File: config.mk
export PLATFORM = sky130hd
export DESIGN_NAME = cnn_window_gen_flat
export DESIGN_NICKNAME = d
export VERILOG_FILES = /design/src/rtl/cnn_window_gen_if.sv /design/src/rtl/cnn_window_gen.sv /design/src/flat_wrapper.sv
export SDC_FILE = /design/constraint.sdc
export NUM_CORES = 1
export LEC_CHECK = 0
export CAP_MARGIN = 40
export CORE_MARGIN = 5
export CORE_UTILIZATION = 35
export CTS_CLUSTER_DIAMETER = 60
export DETAILED_ROUTE_END_ITERATION = 10
export PLACE_DENSITY = 0.53
export SETUP_SLACK_MARGIN = 0.2
export SLEW_MARGIN = 20
export SYNTH_ARGS = -nofsm -noshare
export SYNTH_HDL_FRONTEND = slang
export SYNTH_SLANG_ARGS = --single-unit
File: constraint.sdc
create_clock -name clk -period 3.45 [get_ports clk]
set_clock_uncertainty 0.2 [all_clocks]
set_input_delay 0.69 -clock clk [delete_from_list [all_inputs] [get_ports clk]]
set_output_delay 0.69 -clock clk [all_outputs]
set_load 0.005 [all_outputs]
File: src/rtl/cnn_window_gen_if.sv
// Pixel-in / window-out stream bundle for cnn_window_gen.
interface cnn_window_gen_if #(
  parameter int WIDTH = 9,
  parameter int IMG_W = 32,
  parameter int IMG_H = 32
);
  localparam int RW = $clog2(IMG_H);
  localparam int CW = $clog2(IMG_W);

  logic                    in_valid;
  logic                    in_ready;
  logic signed [WIDTH-1:0] in_pix;
  logic                    out_valid;
  logic                    out_ready;
  logic signed [WIDTH-1:0] U1, U2, U3, U4, U5, U6, U7, U8, U9;
  logic [RW-1:0]           out_row;
  logic [CW-1:0]           out_col;
  logic                    out_last;

  modport master (
    output in_valid, in_pix, out_ready,
    input  in_ready, out_valid, U1, U2, U3, U4, U5, U6, U7, U8, U9,
           out_row, out_col, out_last
  );

  modport slave (
    input  in_valid, in_pix, out_ready,
    output in_ready, out_valid, U1, U2, U3, U4, U5, U6, U7, U8, U9,
           out_row, out_col, out_last
  );
endinterface

File: src/rtl/cnn_window_gen.sv
// Zero-padded 3x3 window generator: two line buffers feed a column shift register,
// and each window is masked by its centre position before being registered.
module cnn_window_gen #(
  parameter int WIDTH = 9,
  parameter int IMG_W = 32,
  parameter int IMG_H = 32
) (
  input logic             clk,
  input logic             rst_n,
  cnn_window_gen_if.slave bus
);
  localparam int RW = $clog2(IMG_H);
  localparam int CW = $clog2(IMG_W);
  localparam logic [RW-1:0] RMAX = RW'(IMG_H - 1);
  localparam logic [CW-1:0] CMAX = CW'(IMG_W - 1);

  typedef enum logic [1:0] {FILL, RUN, FLUSH} state_e;
  state_e state_q, state_d;

  logic out_can, in_rdy, in_xfer, out_xfer, shift, step;
  logic [CW-1:0] in_col_q, in_col_d, cc_q, cc_d, ocol_q, ocol_d;
  logic [RW-1:0] in_row_q, in_row_d, cr_q, cr_d, orow_q, orow_d;
  logic [WIDTH-1:0] lb0_q [IMG_W];
  logic [WIDTH-1:0] lb1_q [IMG_W];
  logic [WIDTH-1:0] new_bot;
  logic [2:0][WIDTH-1:0] ca_q, ca_d, cb_q, cb_d, new_col;
  logic [8:0][WIDTH-1:0] u_q, u_d;
  logic ov_q, ov_d, last_q, last_d;
  logic m_top, m_bot, m_left, m_right;

  always_ff @(posedge clk or negedge rst_n) begin
    if (!rst_n) state_q <= FILL;
    else        state_q <= state_d;
  end

  always_comb begin
    state_d = state_q;
    unique case (state_q)
      FILL:    if (in_xfer && in_row_q == RW'(1) && in_col_q == '0) state_d = RUN;
      RUN:     if (in_xfer && in_row_q == RMAX && in_col_q == CMAX) state_d = FLUSH;
      FLUSH:   if (out_xfer && last_q) state_d = FILL;
      default: state_d = FILL;
    endcase
  end

  // In FLUSH, virtual zero pixels keep the window advancing until the last one is out.
  always_comb begin
    out_can  = !ov_q || bus.out_ready;
    in_rdy   = (state_q != FLUSH) && out_can;
    in_xfer  = bus.in_valid && in_rdy;
    out_xfer = ov_q && bus.out_ready;
    shift    = 1'b0;
    step     = 1'b0;
    unique case (state_q)
      FILL:    shift = in_xfer;
      RUN:     begin shift = in_xfer; step = in_xfer; end
      FLUSH:   begin step = out_can && !(ov_q && last_q); shift = step; end
      default: ;
    endcase
  end

  always_ff @(posedge clk) begin
    if (in_xfer) begin
      lb1_q[in_col_q] <= lb0_q[in_col_q];
      lb0_q[in_col_q] <= bus.in_pix;
    end
  end

  // Window = previous two columns plus the incoming column; at a row wrap the
  // incoming column belongs to the next row but is masked off as the right edge.
  always_comb begin
    new_bot  = (state_q == FLUSH) ? '0 : bus.in_pix;
    new_col  = {new_bot, lb0_q[in_col_q], lb1_q[in_col_q]};
    m_top    = (cr_q == '0);
    m_bot    = (cr_q == RMAX);
    m_left   = (cc_q == '0);
    m_right  = (cc_q == CMAX);
    in_col_d = in_col_q;
    in_row_d = in_row_q;
    cr_d     = cr_q;
    cc_d     = cc_q;
    orow_d   = orow_q;
    ocol_d   = ocol_q;
    ca_d     = ca_q;
    cb_d     = cb_q;
    u_d      = u_q;
    ov_d     = ov_q;
    last_d   = last_q;
    if (shift) begin
      ca_d     = cb_q;
      cb_d     = new_col;
      in_col_d = (in_col_q == CMAX) ? '0 : in_col_q + 1'b1;
      if (in_col_q == CMAX) in_row_d = (in_row_q == RMAX) ? '0 : in_row_q + 1'b1;
    end
    if (state_q == FLUSH && state_d == FILL) begin
      in_col_d = '0;
      in_row_d = '0;
    end
    if (step) begin
      u_d[0] = (m_top || m_left)  ? '0 : ca_q[0];
      u_d[1] = m_top              ? '0 : cb_q[0];
      u_d[2] = (m_top || m_right) ? '0 : new_col[0];
      u_d[3] = m_left             ? '0 : ca_q[1];
      u_d[4] = cb_q[1];
      u_d[5] = m_right            ? '0 : new_col[1];
      u_d[6] = (m_bot || m_left)  ? '0 : ca_q[2];
      u_d[7] = m_bot              ? '0 : cb_q[2];
      u_d[8] = (m_bot || m_right) ? '0 : new_col[2];
      ov_d   = 1'b1;
      last_d = m_bot && m_right;
      orow_d = cr_q;
      ocol_d = cc_q;
      cc_d   = m_right ? '0 : cc_q + 1'b1;
      if (m_right) cr_d = m_bot ? '0 : cr_q + 1'b1;
    end else if (out_xfer) begin
      ov_d   = 1'b0;
      last_d = 1'b0;
    end
  end

  always_ff @(posedge clk or negedge rst_n) begin
    if (!rst_n) begin
      in_col_q <= '0;
      in_row_q <= '0;
      cr_q     <= '0;
      cc_q     <= '0;
      orow_q   <= '0;
      ocol_q   <= '0;
      ca_q     <= '0;
      cb_q     <= '0;
      u_q      <= '0;
      ov_q     <= 1'b0;
      last_q   <= 1'b0;
    end else begin
      in_col_q <= in_col_d;
      in_row_q <= in_row_d;
      cr_q     <= cr_d;
      cc_q     <= cc_d;
      orow_q   <= orow_d;
      ocol_q   <= ocol_d;
      ca_q     <= ca_d;
      cb_q     <= cb_d;
      u_q      <= u_d;
      ov_q     <= ov_d;
      last_q   <= last_d;
    end
  end

  assign bus.in_ready  = in_rdy;
  assign bus.out_valid = ov_q;
  assign bus.out_last  = last_q;
  assign bus.out_row   = orow_q;
  assign bus.out_col   = ocol_q;
  assign bus.U1 = u_q[0];
  assign bus.U2 = u_q[1];
  assign bus.U3 = u_q[2];
  assign bus.U4 = u_q[3];
  assign bus.U5 = u_q[4];
  assign bus.U6 = u_q[5];
  assign bus.U7 = u_q[6];
  assign bus.U8 = u_q[7];
  assign bus.U9 = u_q[8];
endmodule
File: src/flat_wrapper.sv
// flat-port wrapper written by rule: the top's interface ports become plain ports
module cnn_window_gen_flat 
#(
  parameter int WIDTH = 9,
  parameter int IMG_W = 32,
  parameter int IMG_H = 32
)
  (clk, rst_n, bus_in_valid, bus_in_pix, bus_out_ready, bus_in_ready, bus_out_valid, bus_U1, bus_U2, bus_U3, bus_U4, bus_U5, bus_U6, bus_U7, bus_U8, bus_U9, bus_out_row, bus_out_col, bus_out_last);
  cnn_window_gen_if #(.WIDTH(WIDTH), .IMG_W(IMG_W), .IMG_H(IMG_H)) bus_i ();
  input logic clk;
  input logic rst_n;
  input wire logic [$bits(bus_i.in_valid)-1:0] bus_in_valid;
  input wire logic [$bits(bus_i.in_pix)-1:0] bus_in_pix;
  input wire logic [$bits(bus_i.out_ready)-1:0] bus_out_ready;
  output wire logic [$bits(bus_i.in_ready)-1:0] bus_in_ready;
  output wire logic [$bits(bus_i.out_valid)-1:0] bus_out_valid;
  output wire logic [$bits(bus_i.U1)-1:0] bus_U1;
  output wire logic [$bits(bus_i.U2)-1:0] bus_U2;
  output wire logic [$bits(bus_i.U3)-1:0] bus_U3;
  output wire logic [$bits(bus_i.U4)-1:0] bus_U4;
  output wire logic [$bits(bus_i.U5)-1:0] bus_U5;
  output wire logic [$bits(bus_i.U6)-1:0] bus_U6;
  output wire logic [$bits(bus_i.U7)-1:0] bus_U7;
  output wire logic [$bits(bus_i.U8)-1:0] bus_U8;
  output wire logic [$bits(bus_i.U9)-1:0] bus_U9;
  output wire logic [$bits(bus_i.out_row)-1:0] bus_out_row;
  output wire logic [$bits(bus_i.out_col)-1:0] bus_out_col;
  output wire logic [$bits(bus_i.out_last)-1:0] bus_out_last;
  assign bus_i.in_valid = bus_in_valid;
  assign bus_i.in_pix = bus_in_pix;
  assign bus_i.out_ready = bus_out_ready;
  assign bus_in_ready = bus_i.in_ready;
  assign bus_out_valid = bus_i.out_valid;
  assign bus_U1 = bus_i.U1;
  assign bus_U2 = bus_i.U2;
  assign bus_U3 = bus_i.U3;
  assign bus_U4 = bus_i.U4;
  assign bus_U5 = bus_i.U5;
  assign bus_U6 = bus_i.U6;
  assign bus_U7 = bus_i.U7;
  assign bus_U8 = bus_i.U8;
  assign bus_U9 = bus_i.U9;
  assign bus_out_row = bus_i.out_row;
  assign bus_out_col = bus_i.out_col;
  assign bus_out_last = bus_i.out_last;
  cnn_window_gen #(.WIDTH(WIDTH), .IMG_W(IMG_W), .IMG_H(IMG_H)) u_core (.clk(clk), .rst_n(rst_n), .bus(bus_i));
endmodule
==> results of run 1 <==
[logic make-up after synthesis]
family	after synthesis	synth area share
AND/OR/NAND/NOR	396	0.0643
multiplexers	307	0.107
flip-flops	745	0.740
AO/OA/AOI/OAI	291	0.0619
buffers and inverters	123	0.0191
adder cells (fa/ha/maj)	18	0.00775
[cell type report]
class,count,area [um^2]
Clock buffer,114,2230
Fill cell,7324,46600
Inverter,14,52.6
Sequential cell,745,21500
Multi-Input combinational cell,1012,7110
Clock inverter,31,225
Tap cell,1070,1340
Timing Repair Buffer,311,3190
[synthesized netlist by cell type (19+ instances only)]
| library cell | number | area, um^2 |
|---|---|---|
| edfxtp_1 | 576 | 17300 |
| mux2i_1 | 288 | 2880 |
| nand2_1 | 229 | 860 |
| dfrtp_1 | 169 | 4230 |
| o22ai_1 | 144 | 901 |
| o21ai_0 | 73 | 365 |
| nor2_1 | 58 | 218 |
| buf_2 | 51 | 255 |
| clkbuf_1 | 46 | 173 |
| nor4_1 | 36 | 225 |
| a31oi_1 | 22 | 138 |
| mux2_2 | 19 | 214 |
[routing by layer]
metal	GRT usage	wire, um	part of all wire
met4	0.0386	1610	0.020
met2	0.270	36000	0.45
met5	0	0	0
met1	0.257	37000	0.46
met3	0.0353	5240	0.066
[worst max-delay path, cell delays in order, from the launching register on]
cell	delay, ns
dfrtp_4	0.67
buf_12	0.27
buf_4	0.40
mux2i_1	0.40
o22ai_1	0.20
nor4_1	0.45
buf_4	0.20
nand2_1	0.05
a22o_1	0.19
[state kept, by name, indices dropped and copies added, names as in the netlist]
register,flops
u_core.bus.out_valid,1
u_core.bus.U4,9
u_core.cb_q,27
u_core.bus.U3,9
u_core.lb0_q,288
u_core.in_row_q,5
u_core.bus.U5,9
u_core.lb1_q,288
u_core.bus.out_row,5
u_core.bus.U2,9
u_core.cr_q,5
u_core.state_q,2
u_core.cc_q,5
u_core.bus.out_col,5
u_core.bus.U1,9
u_core.bus.U7,9
u_core.ca_q,27
u_core.bus.U8,9
u_core.in_col_q,5
u_core.bus.U6,9
u_core.bus.U9,9
u_core.bus.out_last,1
[worst max-delay path by stage]
stage                  startpoint                 end  slack [ns]  cells past startpoint
5_1_grt        u_core.in_col_q[1]    u_core.bus.U3[1]        0.19                      8
2_1_floorplan  u_core.in_col_q[1]  u_core.in_col_q[0]        0.42                      9
6_report       u_core.in_col_q[1]    u_core.bus.U3[1]        0.28                      8
3_3_place_gp   u_core.in_col_q[1]    u_core.bus.U6[8]        0.18                      8
4_1_cts        u_core.in_col_q[1]    u_core.bus.U3[1]        0.21                      8
3_5_place_dp   u_core.in_col_q[1]    u_core.bus.U3[8]        0.17                      8
[power breakdown]
part           total [mW]  internal, mW  leakage, nW  switching, mW
clock network        8.06          4.65         1.20           3.41
logic                9.28          3.82         4.55           5.46
registers            12.6          11.9         7.31          0.664
total                29.9          20.4         13.1           9.53
[repair_timing]
action / in CTS / in global routing
endpoints found under the hold margin: 72 / 0
setup buffers: 0 / 1
hold buffers: 1 / 0
setup endpoints to repair: 2 / 20
resized for setup: 3 / 1
[per-stage QoR]
stage	utilization	hold slack, ns
after detailed placement	0.403	0.263
after floorplan	-	0.194
after global routing	0.434	0.297
after global placement	0.403	0.264
final	0.434	0.272
after CTS	0.433	0.278
==> flow_metrics.tcl, run 1 <==
set metrics [dict create \
    yosysSeqAreaShare 0.740 \
    synth-seq-cells 745 \
    start_util 0.353 \
    synthCells 1880 \
    relSlewSlack 0.474 \
    final_common_cell "edfxtp_1" \
    synth_warnings 0 \
    routed_wirelength_um 79800 \
    r2r_start "u_core.in_col_q[1]" \
    worst_pin_slew_ns 0.787 \
    end_kind "flop" \
    placedCellCount 3149 \
    mostFrequentLayoutCells "edfxtp_1 (576), mux2i_1 (288), nand2_1 (229)" \
    finalSetupTns_ns 0 \
    synth-async-reset-ratio 0.227 \
    setup_viol 0 \
    stdcell_count 3297 \
    track_usage 0.175 \
    viasPerCell 5.22 \
    cts_inserted_buffers 80 \
    fin_crit_sh 0.919 \
    cap_violations 0 \
    hpwl_um 53000 \
    grt_pass1_wl_um 117000 \
    place_ws_ns 0.171 \
    num_rows 105 \
    io_pins 107 \
    ir_drop_v 0.000633 \
    cts.clk_slew.worst_paths_ns 0.06 \
    die_h_um 298 \
    finalHoldViolCount 0 \
    gp_congestion 0.804 \
    port_buffers 106 \
    syn_to_final_growth_pct 22.7 \
    clock_path_buffers 3 \
    hold_depth 2 \
    antenna_found_initial 2 \
    overflow 0 \
    n_antenna_cell 0 \
    ff2ff_setup_slack_ns 0.28 \
    avgSynthCellArea_um2 15.5 \
    final_area_um2 35700 \
    drc 0 \
    root_buffer "clkbuf_16" \
    r2r-end "u_core.bus.U3[1]" \
    period_needed_ns 3.17 \
    die-area_um2 88900 \
    placed_area_um2 33200 \
    required_ns 3.75 \
    min-delay-start "u_core.ca_q[20]" \
    drt-pass1-iter-count 5 \
    layout.nets 2195 \
    grt_pass1_vias 17000 \
    drt-wirelength-per-cell_um 24.2 \
    crit_fanout 22 \
    rsz0062_at_grt "false" \
    coreArea_um2 82200 \
    p_leak_nw 13.1 \
    synth_area_um2 29100 \
    finalPower_mw 29.9 \
    layout-drive-gt1-share 0.174 \
    tritoncts "built" \
    vias 17200 \
    slew_violations 0 \
    synth_edf_count 576 \
    crit_arrival_ns 3.47 \
    worst_slack_ns 0.281 \
    initialDrtViolationCount 1413 \
    start_kind "flop" \
    grt_max_degree 76 \
    clock.fmax_ghz 0.316 \
    path_class "reg -> reg" \
    power-per-cell-area_nw_per_um2 839 \
    clk_latency_ns 0.62 \
    ant_nets 0 \
    hp-class "reg -> reg" \
    hold_end "u_core.ca_q[20]" \
    status "completed" \
    synth_flop_cell "edfxtp_1" \
    syn_nets 1911 \
    r2r_cells 8 \
    cts_num_sinks 745 \
    yosysUniqueCellTypes 50 \
    die_w_um 298 \
    htreeDepth 3 \
]
No activity file was read; power rests on OpenSTA's default activity.
==> inputs of run 2 (changes only) <==
Settings changed: CAP_MARGIN 40 to unset, GPL_TIMING_DRIVEN set to 1, HOLD_SLACK_MARGIN set to 0.03.
==> run 2 against run 1 <==
Against the previous run:
- power about the same
- sequential cell count is the same
- critical path depth unchanged
- hold slack about the same
- clock-buffer cell count stayed put
- critical path type unchanged
- critical endpoint unchanged
==> flow_metrics.tcl, run 2 (same netlist as run 1, synthesis figures left out) <==
set metrics [dict create \
    tritoncts "built" \
    hpwl_um 53000 \
    htreeDepth 3 \
    seq_power_share 0.421 \
    coreArea_um2 82200 \
    power-per-cell-area_nw_per_um2 840 \
    stdcell_count 3296 \
    layout.nets 2194 \
    start_util 0.353 \
    r2r_cells 8 \
    p_leak_nw 13.1 \
    initialDrtViolationCount 1403 \
    final_common_cell "edfxtp_1" \
    die-area_um2 88900 \
    fin_crit_sh 0.926 \
    drt-pass1-iter-count 5 \
    finalSetupTns_ns 0 \
    max_stage_delay_ns 0.68 \
    antenna_found_initial 2 \
    die_w_um 298 \
    nFillCells 7326 \
    setup_viol 0 \
    port_buffers 106 \
    n_antenna_cell 0 \
    clock_path_buffers 3 \
    swShare 0.319 \
    largestRegisters "u_core.lb0_q: 288 flops, u_core.lb1_q: 288 flops" \
    mostFrequentLayoutCells "edfxtp_1 (576), mux2i_1 (288), nand2_1 (229)" \
    drc 0 \
    cell_internal_pwr_mw 20.4 \
    crit_chain "buf_12 -> buf_4 -> mux2i_1 -> o22ai_1 -> nor4_1 -> buf_4 -> nand2_1 -> a22o_1" \
    syn_to_final_growth_pct 22.7 \
    grt_pass1_wl_um 117000 \
    worst_slack_ns 0.256 \
    timing.critical_path.mode_cell "buf_4" \
    root_buffer "clkbuf_16" \
    ir_drop_v 0.000637 \
    final_area_um2 35700 \
    relSlewSlack 0.472 \
    finalPower_mw 29.9 \
    clock.fmax_ghz 0.313 \
    vias 17300 \
    start_kind "flop" \
    end_kind "flop" \
    p_switching_mw 9.54 \
    num_rows 105 \
    drt-wirelength-per-cell_um 24.3 \
    final_util 0.434 \
    layout-drive-gt1-share 0.173 \
    holdWs_ns 0.273 \
    cts_num_sinks 745 \
    crit_arrival_ns 3.50 \
    hp-class "reg -> reg" \
    gp_congestion 0.804 \
    clk_latency_ns 0.62 \
    placedCellCount 3149 \
    viasPerCell 5.24 \
    ant_nets 0 \
    path_class "reg -> reg" \
    rsz0062_at_grt "false" \
    cap_violations 0 \
    placed_area_um2 33200 \
    status "completed" \
    period_needed_ns 3.19 \
    cts_inserted_buffers 80 \
    place_ws_ns 0.171 \
    die_h_um 298 \
    cts.clk_slew.worst_paths_ns 0.06 \
    routed_wirelength_um 80000 \
    grt_max_degree 76 \
    crit_fanout 22 \
    required_ns 3.76 \
    cp_slowest_cell "dfrtp_4" \
    track_usage 0.175 \
    clkPwrFrac 0.269 \
    finalHoldViolCount 0 \
    hold_depth 2 \
    overflow 0 \
    p_comb_frac 0.310 \
    io_pins 107 \
    worst_pin_slew_ns 0.790 \
    grt_pass1_vias 17000 \
    slew_violations 0 \
]
## run 2: cell count changes in the layout (fill, tap and decap cells not counted)
cell,previous run,this run
buf_6,2,1
## run 2: path summary, 6_finish.rpt
kind | start | end | slack [ns]
setup / recovery | u_core.in_col_q[1] | u_core.bus.U3[1] | 0.26
hold / removal | u_core.ca_q[20] | u_core.ca_q[20] | 0.27
setup reg to reg | u_core.in_col_q[1] | u_core.bus.U3[1] | 0.26
hold reg to reg | u_core.ca_q[20] | u_core.ca_q[20] | 0.27
max in group asynchronous | rst_n | u_core.bus.U1[1] | 1.76
min in group asynchronous | rst_n | u_core.bus.U7[3] | 0.48
## run 2: critical path: cells and delay by family (launching register included)
| family | cells | cell delay, ns |
|---|---|---|
| multiplexers | 1 | 0.40 |
| AO/OA/AOI/OAI | 2 | 0.39 |
| buffers and inverters | 3 | 0.87 |
| AND/OR/NAND/NOR | 2 | 0.49 |
| flip-flops | 1 | 0.68 |
## run 2: cell type report
class	count	area [um^2]	area share
multi-input combinational	1012	7110	0.199
timing repair buffer	310	3180	0.0891
inverter	14	52.6	0.00147
sequential	745	21500	0.604
clock buffer	114	2230	0.0626
tap	1070	1340	0.0375
clock inverter	31	225	0.00632
## run 2: power by group through the flow
stage / Sequential, mW / Combinational [mW] / Clock [mW]
3_5_place_dp: 12.8 / 9.22 / 0
6_report: 12.6 / 9.28 / 8.07
3_3_place_gp: 12.8 / 9.12 / 0
2_1_floorplan: 12.6 / 4.33 / 0
4_1_cts: 12.6 / 9.26 / 8.24
5_1_grt: 12.7 / 9.88 / 8.60
## run 2: metal layers
layer  routed length (um)  global-route usage
met5                    0                   0
met4                 1610              0.0386
met3                 5060              0.0353
met2                36200               0.270
met1                37100               0.257
## run 2: timing repair
item | CTS | global route
endpoints found under the setup margin | 2 | 20
setup buffers | 0 | 1
resized for setup | 3 | 1
hold buffers | 1 | 0
endpoints found under the hold margin | 72 | 0
==> inputs of run 3 (changes only) <==
Settings changed: GPL_TIMING_DRIVEN 1 to unset.
Clock period 3.45 ns to 3.19 ns, I/O delays scaled along.
==> run 3 against run 2 <==
Against the previous run:
- die area unchanged
- clock-buffer cell count decreased by 9
- worst setup slack better by 0.030 ns
- highest routed layer unchanged
- clock power up 14%
- sequential power increased by 8%
- wire length rose by 1.2%
- sequential share of layout area down 0.21 points
- hold slack better by 0.0012 ns
- largest power group unchanged
- combinational power rose by 5.1%
- core utilization is 0.15 points higher
- maximum frequency increased by 10%
- global-route usage grew 0.32 points
==> flow_metrics.tcl, run 3 (same netlist as run 1, synthesis figures left out) <==
set metrics [dict create \
    status "completed" \
    vias 17200 \
    crit_arrival_ns 3.22 \
    hold_depth 2 \
    finalSetupTns_ns 0 \
    io_pins 107 \
    end_kind "flop" \
    power-per-cell-area_nw_per_um2 911 \
    initialDrtViolationCount 1535 \
    largestRegisters "u_core.lb0_q: 288 flops, u_core.lb1_q: 288 flops" \
    relSlewSlack 0.460 \
    cts_num_sinks 745 \
    root_buffer "clkbuf_16" \
    cts.clk_slew.worst_paths_ns 0.06 \
    coreArea_um2 82200 \
    layout-drive-gt1-share 0.176 \
    tritoncts "built" \
    track_usage 0.178 \
    cap_violations 0 \
    antenna_found_initial 3 \
    holdWs_ns 0.274 \
    syn_to_final_growth_pct 23.1 \
    crit_fanout 33 \
    grt_pass1_vias 17400 \
    routed_wirelength_um 81000 \
    viasPerCell 5.23 \
    grt_max_degree 77 \
    clock_path_buffers 3 \
    clock.fmax_ghz 0.344 \
    ant_nets 0 \
    htreeDepth 3 \
    num_rows 105 \
    slew_violations 0 \
    layout.nets 2192 \
    final_common_cell "edfxtp_1" \
    fin_crit_sh 0.910 \
    mostFrequentLayoutCells "edfxtp_1 (576), mux2i_1 (288), nand2_1 (229)" \
    clk_latency_ns 0.63 \
    crit_start "u_core.in_col_q[1]" \
    r2r_cells 9 \
    required_ns 3.50 \
    drc 0 \
    worst_pin_slew_ns 0.807 \
    cts_inserted_buffers 81 \
    period_needed_ns 2.90 \
    die_w_um 298 \
    min-delay-start "u_core.ca_q[25]" \
    path_class "reg -> reg" \
    setup_viol 0 \
    drt-pass1-iter-count 5 \
    ir_drop_v 0.000582 \
    overflow 0 \
    die_h_um 298 \
    hpwl_um 53000 \
    start_util 0.353 \
    r2r_start "u_core.in_col_q[1]" \
    die-area_um2 88900 \
    start_kind "flop" \
    drt-wirelength-per-cell_um 24.6 \
    rsz0062_at_grt "false" \
    hp-class "reg -> reg" \
    gp_congestion 0.850 \
    finalHoldViolCount 0 \
    grt_pass1_wl_um 118000 \
    port_buffers 106 \
    p_leak_nw 13.1 \
    nFillCells 7352 \
]
==> run 3: critical path, stage by stage (launching register included) <==
cell and delay (ns):
dfrtp_4 0.56, buf_12 0.26, buf_4 0.24, mux2i_1 0.22, o22ai_1 0.14, nor4_2 0.33
buf_4 0.18, nand2_1 0.15, buf_12 0.23, a22o_1 0.22
==> run 3: repair_timing <==
item,in CTS,in global routing
hold buffers,1,0
pin swaps,0,1
resized for setup,0,12
hold endpoints to repair,54,0
buffers inserted,4,2
endpoints found under the setup margin,3,77
==> run 3: layout make-up <==
cell class | instances | area [um^2] | share of cell area
flip-flops and latches | 745 | 21500 | 0.602
multi-input cells | 1012 | 7140 | 0.200
clock buffers | 105 | 2200 | 0.0615
clock inverters | 40 | 420 | 0.0117
well taps | 1070 | 1340 | 0.0374
diodes | 1 | 2.50 | 0.0000699
repair buffers | 307 | 3100 | 0.0866
inverters | 14 | 52.6 | 0.00147
==> run 3: power by group <==
part	internal (mW)	switching (mW)	total, mW
Combinational	4.03	5.72	9.75
Clock	5.46	3.79	9.24
Sequential	12.9	0.701	13.6
Total	22.4	10.2	32.6
==> run 3: layer usage <==
layer,global-route usage,share of wire
met5,0,0
met3,0.0343,0.068
met2,0.280,0.46
met1,0.255,0.45
met4,0.0458,0.020
==> run 3: metrics by stage <==
step	power [mW]	instances	util	setup WS (ns)	cell area, um^2
final	32.6	3294	0.435	0.287	35800
after global routing	34.0	3293	0.435	0.202	35800
after CTS	32.9	3291	0.434	0.258	35700
after detailed placement	23.5	3141	0.402	0.0731	33000
after global placement	23.3	3141	0.402	0.0567	33000
after floorplan	18.3	1880	-	0.231	29100
==> run 3: worst paths after layout <==
| kind | endpoint | slack, ns |
|---|---|---|
| worst min-delay path | u_core.ca_q[25] | 0.27 |
| min in group asynchronous | u_core.bus.U7[2] | 0.35 |
| worst max-delay path | u_core.bus.U6[4] | 0.29 |
| max in group asynchronous | u_core.bus.U3[1] | 1.73 |
| worst min register to register | u_core.ca_q[25] | 0.27 |
| worst max register to register | u_core.bus.U6[4] | 0.29 |
